## config.mk

```make
export PLATFORM = sky130hd
export DESIGN_NAME = capture_sequencer
export DESIGN_NICKNAME = d
export VERILOG_FILES = /design/src/rtl/capture_sequencer.sv
export SDC_FILE = /design/constraint.sdc
export NUM_CORES = 1
export LEC_CHECK = 0
export CAP_MARGIN = 40
export CORE_ASPECT_RATIO = 0.6
export CORE_UTILIZATION = 40
export CTS_BUF_LIST = sky130_fd_sc_hd__clkbuf_2
export CTS_CLUSTER_DIAMETER = 200
export DETAILED_ROUTE_END_ITERATION = 7
export GPL_ROUTABILITY_DRIVEN = 1
export SYNTH_ARGS = -nofsm -noshare
export SYNTH_HDL_FRONTEND = slang
export SYNTH_SLANG_ARGS = --single-unit
```

## constraint.sdc

```tcl
create_clock -name clock -period 3.1 [get_ports clock]
set_input_delay 0.93 -clock clock [delete_from_list [all_inputs] [get_ports clock]]
set_output_delay 0.93 -clock clock [all_outputs]
set_load 0.01 [all_outputs]
```

## src/rtl/capture_sequencer.sv

```systemverilog
//------------------------------------------------------------------------------
// capture_sequencer
//
// Sequences one oscilloscope acquisition. It first fills PRETRIGGER samples of
// history into the capture RAM. It then enables the external trigger block and
// keeps overwriting the RAM circularly until a trigger arrives. A trigger can be
// a real edge, or a forced timeout when autoMode is set. After the trigger it
// writes the post-trigger tail of DEPTH-PRETRIGGER samples. When the tail is
// complete it raises captureDone and holds the buffer until the readout side
// pulses readDone.
//
// Ports
//   clock, reset       system clock; synchronous active-high reset
//   arm                pulse, starts an acquisition (honoured in IDLE only)
//   abort              pulse, returns to IDLE from any state
//   autoMode           force a trigger after AUTO_TIMEOUT armed samples
//   continuous         re-arm automatically after readDone
//   dataReady, dataIn  ADC sample strobe and sample value
//   isTriggered        trigger pulse from the rising-edge trigger block
//   triggerDisable     to the trigger block; low only while ARMED
//   writeEnable,
//   writeAddress,
//   writeData          capture RAM write port (one cycle after dataReady)
//   triggerAddress     RAM address of the first sample on/after the trigger
//   autoTriggered      the current capture was ended by timeout
//   captureDone        level, high while the buffer waits for readout
//   readDone           pulse from readout, buffer consumed
//------------------------------------------------------------------------------
module capture_sequencer #(
    parameter int DATA_BITS    = 12,
    parameter int ADDR_BITS    = 10,
    parameter int PRETRIGGER   = 256,
    parameter int AUTO_TIMEOUT = 4095
) (
    input  logic                 clock,
    input  logic                 reset,
    input  logic                 arm,
    input  logic                 abort,
    input  logic                 autoMode,
    input  logic                 continuous,
    input  logic                 dataReady,
    input  logic [DATA_BITS-1:0] dataIn,
    input  logic                 isTriggered,
    output logic                 triggerDisable,
    output logic                 writeEnable,
    output logic [ADDR_BITS-1:0] writeAddress,
    output logic [DATA_BITS-1:0] writeData,
    output logic [ADDR_BITS-1:0] triggerAddress,
    output logic                 autoTriggered,
    output logic                 captureDone,
    input  logic                 readDone
);

    localparam int DEPTH = 2 ** ADDR_BITS;

    localparam logic [ADDR_BITS-1:0] ADDR_ONE = 1;
    localparam logic [ADDR_BITS-1:0] PRE_LAST = ADDR_BITS'(PRETRIGGER - 1);
    localparam logic [ADDR_BITS-1:0] POST_LEN = ADDR_BITS'(DEPTH - PRETRIGGER);
    localparam logic [15:0]          TMO_ONE  = 16'd1;
    localparam logic [15:0]          TMO_LIM  = 16'(AUTO_TIMEOUT);

    typedef enum logic [2:0] {
        IDLE,
        PREFILL,
        ARMED,
        POST,
        DONE
    } state_t;

    state_t                 state_q,          state_d;
    logic [ADDR_BITS-1:0]   wr_ptr_q,         wr_ptr_d;
    logic [ADDR_BITS-1:0]   pre_count_q,      pre_count_d;
    logic [ADDR_BITS-1:0]   post_count_q,     post_count_d;
    logic [15:0]            timeout_q,        timeout_d;
    logic                   write_enable_q,   write_enable_d;
    logic [ADDR_BITS-1:0]   write_address_q,  write_address_d;
    logic [DATA_BITS-1:0]   write_data_q,     write_data_d;
    logic [ADDR_BITS-1:0]   trigger_address_q, trigger_address_d;
    logic                   auto_triggered_q, auto_triggered_d;
    logic                   trigger_disable_q, trigger_disable_d;
    logic                   capture_done_q,   capture_done_d;

    logic take;       // current sample goes to RAM
    logic restart;    // start a fresh acquisition (from arm or continuous re-arm)
    logic fire_auto;  // timeout reached with auto mode enabled
    logic fire;       // real or forced trigger while ARMED

    always_comb begin
        // NOTE: every signal written here gets a default first, so no path can
        // leave one unassigned and infer a latch.
        state_d           = state_q;
        wr_ptr_d          = wr_ptr_q;
        pre_count_d       = pre_count_q;
        post_count_d      = post_count_q;
        timeout_d         = timeout_q;
        write_enable_d    = 1'b0;
        write_address_d   = write_address_q;
        write_data_d      = write_data_q;
        trigger_address_d = trigger_address_q;
        auto_triggered_d  = auto_triggered_q;
        take              = 1'b0;
        restart           = 1'b0;
        fire_auto         = autoMode && (timeout_q == TMO_LIM);
        fire              = 1'b0;

        if (abort) begin
            // The write strobe stays at its default of 0, which cancels any
            // in-flight write.
            state_d = IDLE;
        end else begin
            case (state_q)
                IDLE: begin
                    restart = arm;
                end
                PREFILL: begin
                    // isTriggered is deliberately ignored until the history is full.
                    if (dataReady) begin
                        take        = 1'b1;
                        pre_count_d = pre_count_q + ADDR_ONE;
                        if (pre_count_q == PRE_LAST) begin
                            state_d = ARMED;
                        end
                    end
                end
                ARMED: begin
                    fire = isTriggered || fire_auto;
                    if (dataReady) begin
                        take = 1'b1;
                        // Saturate so a long manual-mode wait never wraps into a
                        // spurious timeout.
                        if (timeout_q != '1) begin
                            timeout_d = timeout_q + TMO_ONE;
                        end
                    end
                    if (fire) begin
                        state_d           = POST;
                        post_count_d      = '0;
                        // A sample that arrives with the trigger still belongs to
                        // the pre-trigger history, so the trigger point is the
                        // address after it.
                        trigger_address_d = dataReady ? (wr_ptr_q + ADDR_ONE) : wr_ptr_q;
                        // A real edge wins over a timeout in the same cycle.
                        auto_triggered_d  = !isTriggered;
                    end
                end
                POST: begin
                    // Leave only after the last tail write has been issued, so
                    // the RAM strobe never overlaps DONE. Anything arriving in
                    // this final cycle is dropped.
                    if (post_count_q == POST_LEN) begin
                        state_d = DONE;
                    end else if (dataReady) begin
                        take         = 1'b1;
                        post_count_d = post_count_q + ADDR_ONE;
                    end
                end
                DONE: begin
                    if (readDone) begin
                        if (continuous) begin
                            restart = 1'b1;
                        end else begin
                            state_d = IDLE;
                        end
                    end
                end
                default: begin
                    state_d = IDLE;
                end
            endcase
        end

        if (restart) begin
            state_d          = PREFILL;
            wr_ptr_d         = '0;
            pre_count_d      = '0;
            post_count_d     = '0;
            timeout_d        = '0;
            auto_triggered_d = 1'b0;
        end

        if (take) begin
            write_enable_d  = 1'b1;
            write_address_d = wr_ptr_q;
            write_data_d    = dataIn;
            wr_ptr_d        = wr_ptr_q + ADDR_ONE;  // DEPTH is a power of two: natural wrap
        end

        // Status outputs are registered from the next state so that they change
        // on the same edge as the state itself.
        trigger_disable_d = (state_d != ARMED);
        capture_done_d    = (state_d == DONE);
    end

    // NOTE: state registers use non-blocking assignments only, so every flop
    // samples the values from before the edge, regardless of statement order.
    always_ff @(posedge clock) begin
        if (reset) begin
            state_q           <= IDLE;
            wr_ptr_q          <= '0;
            pre_count_q       <= '0;
            post_count_q      <= '0;
            timeout_q         <= '0;
            write_enable_q    <= 1'b0;
            write_address_q   <= '0;
            write_data_q      <= '0;
            trigger_address_q <= '0;
            auto_triggered_q  <= 1'b0;
            trigger_disable_q <= 1'b1;
            capture_done_q    <= 1'b0;
        end else begin
            state_q           <= state_d;
            wr_ptr_q          <= wr_ptr_d;
            pre_count_q       <= pre_count_d;
            post_count_q      <= post_count_d;
            timeout_q         <= timeout_d;
            write_enable_q    <= write_enable_d;
            write_address_q   <= write_address_d;
            write_data_q      <= write_data_d;
            trigger_address_q <= trigger_address_d;
            auto_triggered_q  <= auto_triggered_d;
            trigger_disable_q <= trigger_disable_d;
            capture_done_q    <= capture_done_d;
        end
    end

    assign triggerDisable = trigger_disable_q;
    assign writeEnable    = write_enable_q;
    assign writeAddress   = write_address_q;
    assign writeData      = write_data_q;
    assign triggerAddress = trigger_address_q;
    assign autoTriggered  = auto_triggered_q;
    assign captureDone    = capture_done_q;

endmodule

```

Word-level counts from Yosys, hierarchy flattened
Index checks and enable logic that the tools add are counted.

storage, ports and cells
  register bits = 85
  bits of input ports = 21
  word-level logic and storage cells = 67

cells by class
  $add $sub $neg = 4
  equal/unequal tests = 13
  mux-type cells = 25
  bitwise gates (word level) = 1
  reductions and logical operators = 12

operators with widths
  cell                                                    number
  two-way mux 10 bit                                      6
  adder 10 x 1 -> 10 bit (second input constant)          3
  two-way mux 3 bit                                       8
  one-hot mux 10 bit (2 select lines)                     1
  adder 16 x 1 -> 16 bit (second input constant)          1
  equality test 16 x 12 -> 1 bit (second input constant)  1
  inequality test 16 bit (second input constant)          1
  one-hot mux 3 bit (5 select lines)                      1
  equality test 10 bit (second input constant)            1
  equality test 10 x 8 -> 1 bit (second input constant)   1
  two-way mux 1 bit                                       7
  equality test 3 x 2 -> 1 bit (second input constant)    2
  equality test 3 bit (second input constant)             2
  inequality test 2 bit (second input constant)           3
  AND reduction 3 bit                                     2
  AND reduction 5 bit                                     1
  one-hot mux 1 bit (2 select lines)                      2
  AND reduction 4 bit                                     1
  nonzero test 2 bit                                      2
  OR reduction 2 bit                                      2
  equality test 3 x 1 -> 1 bit (second input constant)    1
  logical NOT 3 bit                                       1
  inequality test 3 x 2 -> 1 bit (second input constant)  1
  logical AND 1 bit                                       1
  other kinds (3)                                         3

Longest topological paths before layout
  word-level depth = 8
  depth in mapped cells = 9
  gate-level depth less buffers = 7

Worst setup path after synthesis
Ideal clock, no wire load.

  kind = input -> register
  start point = input abort
  end point = register timeout_q[15]
  data arrival time = 2.632 ns
  path slack = 0.399 ns
  stages on the path = 7
  cell sequence = clkbuf_2 nor4b_4 nand3_2 or3_1 buf_2 or4_1 a21oi_1

between the ends
  word-level cells in the longest chain between the ends = 2

ends and longest elaborated chain
  element                                                                            RTL line  source
  from (decl)                                                                        38        input logic abort,
  two-way mux 1 bit / inverter 1 bit (equally long branches)                         --
  OR reduction 2 bit (no source line) / AND reduction 4 bit (equally long branches)  --
  to (signal assigned)                                                               215       timeout_q <= timeout_d;
  to (decl)                                                                          74        logic [15:0] timeout_q, timeout_d;

Parallel ways exist; a longest one is shown, timed or not.
A chain may end at the register's enable or synchronous reset.

Final worst setup path
  start point = register post_count_q[0]
  end point = register wr_ptr_q[9]

between the ends
  word-level cells in the longest chain between the ends = 5

ends and longest elaborated chain
  element                                                          RTL line  source
  from (decl)                                                      73        logic [ADDR_BITS-1:0] post_count_q, post_count_d;
  from (signal assigned)                                           214       post_count_q <= post_count_d;
  equality test 10 bit *                                           150       if (post_count_q == POST_LEN) begin
  two-way mux 1 bit *                                              150
  one-hot mux 1 bit (2 select lines) *                             111       case (state_q)
  two-way mux 1 bit *                                              106       if (abort) begin
  two-way mux 10 bit / nonzero test 2 bit (equally long branches)  --
  to (signal assigned)                                             212       wr_ptr_q <= wr_ptr_d;
  to (decl)                                                        71        logic [ADDR_BITS-1:0] wr_ptr_q, wr_ptr_d;

Mark *: on every way between the ends. The rest lies on a longest branch, timed or not.

==> flow_summary_export.csv <==
group,metric,value,unit
outcome,outcome,"finished, final reports clean",
power_and_ir_drop,comb_power_share,6.0,%
power_and_ir_drop,p_sw,0.0004409,W
critical_path,critical_path_peak_fanout,9,
synthesis,synth_top_flop_cell,"dfxtp_1",
critical_path,end_kind,"register",
floorplan,start_util,42.17,%
power_and_ir_drop,p_per_area,366.1,nW/um2
cells_and_area,areaGrowthSynthToFinish,23.18,%
critical_path,criticalPathCategory,"reg2reg",
synthesis,synth_seq_area_share,43.12,%
global_route,overflow,0,
routing,dr_total_vias,3392,
clocking,post_cts_buffers,0,
global_route,grt_pass1_wl,15580,um
routing,drt-total-wl,9298,um
routing,wire_per_inst,14.44,um
critical_path,setup.worst_path.start_class,"register",
power_and_ir_drop,p_leak,1.663,nW
sta,fin_worst_skew,0.01793,ns
sta,fin_setup_tns,0,ns
synthesis,synth.most_common_cell,"dfxtp_1",
global_route,antenna_found_initial,0,
sta,fin_crit_sh,83.87,%
floorplan,fp.dieH,78.94,um
synthesis,syn_area,3946,um2
global_route,grtUsageTotal,19.85,%
power_and_ir_drop,p_clk_share,32.1,%
sta,rsz0062_at_grt,"no",
floorplan,die_area,10280,um2
synthesis,synth.largest_area_cell,"dfxtp_1",
synthesis,yosys-top-cells-area,"dfxtp_1 43%, mux2i_1 7.9%, nor2_1 6.5%",
clocking,root_buffer,"clkbuf_2",
sta,relSlewSlack,56.96,%
place,dp_hpwl,6829,um
power_and_ir_drop,ir_drop,0.0002432,V
critical_path,required,3.58,ns
sta,finalCriticalPeriod,2.600,ns
sta,hold_viol,0,
cells_and_area,antenna_cells,0,
synthesis,synth_edf_count,0,
routing,first_pass_iters,5,
global_route,grt_pass1_vias,3068,
synthesis,postSynthAreaPerCell,8.828,um2
power_and_ir_drop,swShare,24.78,%
floorplan,die_x,130.2,um
routing,drtAntennaViolNets,0,
synthesis,yosys.cell_types.count,50,
floorplan,io-pin-count,57,
power_and_ir_drop,p_seq_share,61.9,%
sta,slew_violations,0,
clocking,insertion_delay,0.55,ns
clocking,hold_buffers,0,
critical_path,worstPathArrival,3.08,ns
place,dp.cells,628,
synthesis,yosysTopAreaCellShare,43.12,%
clocking,cts_sinks,85,
synthesis,synth_seq_cells,85,
synthesis,yosysWarnings,0,
cells_and_area,drive_gt1_share,7.782,%
routing,post_drt_via_cell_ratio,5.267,
floorplan,core,9358,um2
synthesis,synth_commonest_cells,"85 x dfxtp_1, 68 x nor2_1, 31 x mux2i_1",
floorplan,rows,27,
clocking,cts_tree,"yes",
sta,setup_viol,0,
place,place_congestion,0.8165,
worst_hold_path,hp-class,"reg2reg",
cells_and_area,layoutNonFillerInstCount,644,
flow_run,maxCapViolations,0,
power_and_ir_drop,p_int,0.001339,W
critical_path,regToRegSetupSlack,0.50,ns
sta,max_slew.worst_pin.slew,0.6370,ns
clocking,path_clk_slew,0.23,ns
clocking,cts_buffer_depth,2,
cells_and_area,nFillCells,907,
routing,drc_errors,0,
clocking,cts_buffers,9,
sta,max_freq,384.6,MHz
routing,dr.first_iter.drc_count,192,
cells_and_area,final_nets,535,
synthesis,async_flop_share,0,%
clocking,htreeDepth,3,
place,port_buffers,56,
global_route,grt_max_degree,29,
clocking,post_cts_resize_count,0,
synthesis,synth_nets,473,
synthesis,synthCells,447,
-- power by group through the flow --
stage          clock, W  sequential, W  combinational (W)
2_1_floorplan         0        0.00112          0.0000524
3_3_place_gp          0        0.00112           0.000106
3_5_place_dp          0        0.00112           0.000107
4_1_cts        0.000598        0.00110           0.000108
5_1_grt        0.000644        0.00110           0.000116
6_report       0.000570        0.00110           0.000107
-- flip-flops by register name, indices dropped and copies added (netlist names) --
signal,count
autoTriggered,1
triggerAddress,10
writeEnable,1
post_count_q,10
state_q,3
writeData,12
captureDone,1
pre_count_q,10
triggerDisable,1
wr_ptr_q,10
timeout_q,16
writeAddress,10
-- path summary, 6_finish.rpt --
check,start,depth (start not counted),end
worst max-delay path,post_count_q[0],8,wr_ptr_q[9]
worst min-delay path,post_count_q[9],2,post_count_q[9]
worst max register to register,post_count_q[0],8,wr_ptr_q[9]
worst min register to register,post_count_q[9],2,post_count_q[9]
-- final cells by class --
cell class / count / area (um2) / area share, %
clock buffer: 10 / 50.05 / 1.030
sequential: 85 / 1702 / 35.01
multi-input combinational: 331 / 2116 / 43.53
inverter: 7 / 26.28 / 0.5405
tap: 130 / 162.7 / 3.346
timing repair buffer: 75 / 740.7 / 15.24
clock inverter: 6 / 63.81 / 1.313
-- per-stage QoR --
step / total power (W) / setup slack [ns] / area, um2 / hold slack (ns) / utilization [%]
2_1_floorplan: 0.001176 / 0.3987 / 3946 / 0.4504 / -
3_3_place_gp: 0.001229 / 0.2712 / 4747 / 0.4663 / 50.73
3_5_place_dp: 0.001230 / 0.2099 / 4747 / 0.4839 / 50.73
4_1_cts: 0.001809 / 0.5999 / 4861 / 0.5094 / 51.95
5_1_grt: 0.001865 / 0.3117 / 4861 / 0.5338 / 51.95
6_report: 0.001780 / 0.5001 / 4861 / 0.5071 / 51.95
-- cells in the final DEF (no fill, tap or decap), drive strengths merged, types with 5 or more instances in the layout --
cell,n
clkdlybuf4s50,56
xnor2,17
nor2,68
nor3,9
xor2,13
mux2i,31
o21ai,9
a21oi,16
nor3b,7
nor4,12
a211oi,13
clkbuf,10
nand2,25
and3,11
nand4,12
ha,5
nand3,28
inv,7
buf,19
dfxtp,85
or3,9
-- worst max-delay path: stages, from the launching register on --
cell	delay, ns
dfxtp_1	0.40
inv_1	0.09
ha_1	0.17
nor4bb_1	0.53
nand4_1	0.30
o2111a_1	0.38
buf_4	0.21
and4b_1	0.19
a211o_1	0.26
-- cells by family after synthesis --
group | Yosys count | synth area share, %
AO/OA/AOI/OAI | 61 | 10.30
buffers and inverters | 31 | 3.266
XOR/XNOR | 30 | 6.658
multiplexers | 31 | 7.863
adder cells (fa/ha/maj) | 5 | 1.585
AND/OR/NAND/NOR | 204 | 27.20
flip-flops | 85 | 43.12
-- metal layers --
metal / global-route usage, % / routed length, um
met1: 29.14 / 4958
met2: 26.70 / 3726
met3: 7.547 / 563
met4: 4.651 / 50
met5: 0 / 0
No activity file was read; power rests on OpenSTA's default activity.
==> RTL change 1 (same flow settings) <==
Change the parameter `ADDR_BITS` from 10 to 9.
--- a/src/rtl/capture_sequencer.sv
+++ b/src/rtl/capture_sequencer.sv
@@ -28,7 +28,7 @@
 //------------------------------------------------------------------------------
 module capture_sequencer #(
     parameter int DATA_BITS    = 12,
-    parameter int ADDR_BITS    = 10,
+    parameter int ADDR_BITS    = 9,
     parameter int PRETRIGGER   = 256,
     parameter int AUTO_TIMEOUT = 4095
 ) (
Ports: changed (resized triggerAddress and writeAddress); port bits go from 57 to 55. The function was not compared with the original's and may differ.
==> RTL change 1 against the unedited design <==
Critical path depth down 7. Design area fell by 8.2%. Cell count shrank 5.9%. Critical path type is now flip-flop to output pin. Fmax rose by 6.6%. Sequential cell count is 5 lower. Setup slack gained 0.16 ns. Highest routed layer unchanged. Area after synthesis shrank 6.5%. Routed wire length fell by 8.6%. Die area is 6.3% lower. Combinational power decreased by 19%. Power down 1.1%. Non-clock buffer count shrank 7. Synthesized cell count down 1.8%.
==> RTL change 1: results <==
[layout]
nNonClkInverters = 6
multi_input_gates = 324
final-nonclk-buf-share_pct = 14.47
final_util_pct = 51.16
clkCellAreaFrac_pct = 3.001
buffers = 68
n_sequential_cell = 80

[logic_synthesis]
syn-num-nets = 466
synth_compound_area_share_pct = 13.02
yosysUniqueCellTypes = 48
ys_seq_area_share_pct = 43.39
synthXorXnorAreaFrac_pct = 6.644

[drt]
drtPass1Iterations = 4
vias = 3150
post_drt_via_cell_ratio = 5.198
routed-wl-met3_um = 433

[pwr]
leakage_uw = 0.001460

[placement]
dpl.cell_count = 590
placedInstanceArea_um2 = 4327
post-dp-hpwl_um = 6103

[timing]
clock-skew-final_ns = 0.05152

[setup_path]
critPathMaxFanout = 2

[outcome]
status = finished clean

[global_route]
grt_pass1_wl_um = 14500
groute.layer.met2.usage_pct = 27.73
==> RTL change 1: changes by cell type in the layout (fill, tap and decap cells not counted), sizes merged, moves of 5 or more <==
cell	change
nand2	+40
mux2i	-29
xor2	-5
nor4	-7
a21oi	+21
dfxtp	-5
nand3	-7
nor2	-21
buf	-5
==> RTL change 1: logic make-up (layout without fill, tap and decap cells) <==
family / after synthesis / in the layout
buf+inv: 35 / 90
simple gates: 213 / 213
compound gates: 74 / 74
fa+ha+maj: 6 / 6
flops: 80 / 80
mux: 3 / 3
xor+xnor: 28 / 28
==> RTL change 1: final timing paths <==
path | to | slack [ns] | cells after the start
worst min-delay path | writeAddress[6] | 0.47 | 2
worst max register to register | post_count_q[6] | 0.79 | 7
worst min register to register | writeAddress[6] | 0.47 | 2
worst max-delay path | triggerAddress[4] | 0.66 | 1
==> RTL change 1: where the power goes <==
group	total (uW)	internal, uW	switching [uW]
clock	633	265	368
sequential	1040	1030	4.13
combinational	87.0	41.5	45.4
total	1760	1340	418
==> RTL change 2 (config.mk and constraints unchanged) <==
Without the edit above. Remove the register `capture_done_q`: a continuous assignment takes its place, so the output `captureDone` follows one clock earlier.
--- a/src/rtl/capture_sequencer.sv
+++ b/src/rtl/capture_sequencer.sv
@@ -206,7 +206,6 @@
             trigger_address_q <= '0;
             auto_triggered_q  <= 1'b0;
             trigger_disable_q <= 1'b1;
-            capture_done_q    <= 1'b0;
         end else begin
             state_q           <= state_d;
             wr_ptr_q          <= wr_ptr_d;
@@ -219,9 +218,10 @@
             trigger_address_q <= trigger_address_d;
             auto_triggered_q  <= auto_triggered_d;
             trigger_disable_q <= trigger_disable_d;
-            capture_done_q    <= capture_done_d;
         end
     end
+
+    assign capture_done_q = capture_done_d;
 
     assign triggerDisable = trigger_disable_q;
     assign writeEnable    = write_enable_q;
Behaviour: same outputs for any inputs over 10 cycles, from zero or initial values and one cycle with reset high; that may be too few to reach the edited logic, so the function may still have changed.
==> RTL change 2 against the unedited design <==
Design area increased by 6.3%. Cell count increased by 9.2%. Area after synthesis increased by 7.3%. Combinational power increased by 21%. Core utilization decreased by 0.55 points. Register-to-register slack improved by 0.18 ns. Setup slack got worse by 0.41 ns. Critical path depth decreased by 2. Sequential cell count decreased by 1. Power increased by 15%. Routed wire length increased by 15%.
==> RTL change 2: results <==
[outcome]
status = finished clean

[layout]
layout.nets = 589
drive_above_1_share_pct = 10.92
fillers = 939
antenna_cells = 0
finalNonFillerCells = 703

[global_route]
grt_pass1_wl_um = 17360
grt_max_degree = 42
grt_use_total_pct = 20.28
grt_pass1_vias = 3442

[pwr]
peakVddDrop_mv = 0.1887
cellPowerDensity_nw_per_um2 = 395.4

[logic_synthesis]
synth_common_cells = 84 x dfxtp_1, 74 x nand2_1, 49 x a21oi_1, 27 x nor2_1, 26 x o211ai_1
synthTopCellsByArea = dfxtp_1 40%, nand2_1 6.6%, a21oi_1 5.8%
ys_seq_area_share_pct = 39.73
syn_avg_cell_area_um2 = 8.316
yosysUniqueCellTypes = 58
syn-num-nets = 535

[drt]
vias = 3872
drt_wl_total_um = 10660
first_iter_violations = 247
drtPass1Iterations = 4

[placement]
post-dp-hpwl_um = 7293
dpl.cell_count = 682
gp_congestion = 0.8231

[timing]
clock-skew-final_ns = 0.02163
relSlewSlack_pct = 42.53

[setup_path]
arrival_ns = 2.08
critPathMaxFanout = 4
critPathSlowestCell = dfxtp_1

[clocking]
clockBufferDepth = 2
-- RTL change 2: worst paths after layout --
check | slack, ns | depth (start not counted) | startpoint | endpoint
max | 0.09 | 6 | post_count_q[8] | captureDone
min | 0.47 | 2 | writeData[9] | writeData[9]
max reg2reg | 0.68 | 6 | state_q[1] | timeout_q[12]
min reg2reg | 0.47 | 2 | writeData[9] | writeData[9]
-- RTL change 2: cell type report --
class / count / area share [%]
Clock inverter: 7 / 2.663
Tap cell: 135 / 3.269
Inverter: 17 / 1.235
Clock buffer: 9 / 0.8717
Timing Repair Buffer: 81 / 14.87
Multi-Input combinational cell: 370 / 44.50
Sequential cell: 84 / 32.59
-- RTL change 2: worst min-delay path, stage by stage (launching register included) --
cell     delay [ns]
dfxtp_1        0.36
nand2_1        0.05
a21oi_1        0.05
-- RTL change 2: cells by family after synthesis --
group                      Yosys count  share of synthesized area (%)
buffers and inverters               55                          6.946
DFF                                 84                          39.73
and+or+nand+nor                    207                          25.27
muxes                               14                          3.311
AOI/OAI and AO/OA                  121                          18.50
xor gates and xnor gates            23                          4.759
adders and majority gates            5                          1.478
-- RTL change 2: power by group --
part / total [uW] / internal [uW] / switching (uW)
Sequential: 1090 / 1090 / 2.51
Combinational: 129 / 55.5 / 73.1
Clock: 825 / 427 / 398
Total: 2040 / 1570 / 474
-- RTL change 2: what timing repair did --
| action | 4_1_cts | 5_1_grt |
|---|---|---|
| resized for setup | 10 | 6 |
| pin swaps | 0 | 2 |
| setup endpoints to repair | 1 | 1 |
| setup buffers | 2 | 3 |
| endpoints found under the hold margin | 0 | 0 |
-- RTL change 2: through the flow --
step	worst slack (ns)	hold slack (ns)	area, um^2	utilization (%)	setup TNS [ns]
final	0.09117	0.4698	5167	51.39	0
after global routing	-0.05181	0.4947	5167	51.39	-0.05181
after CTS	0.06135	0.4716	5120	50.92	0
after detailed placement	-0.07671	0.4470	4907	48.81	-0.07671
after global placement	-0.08029	0.4429	4907	48.81	-0.08029
after floorplan	0.7176	0.4484	4233	-	0
-- RTL change 2: per-layer routing --
metal	track usage, %	up-vias	wire [um]
met3	4.630	9	551
li1	-	1940	-
met5	0	-	0
met2	28.51	95	4349
met1	30.64	1828	5650
met4	4.944	0	107
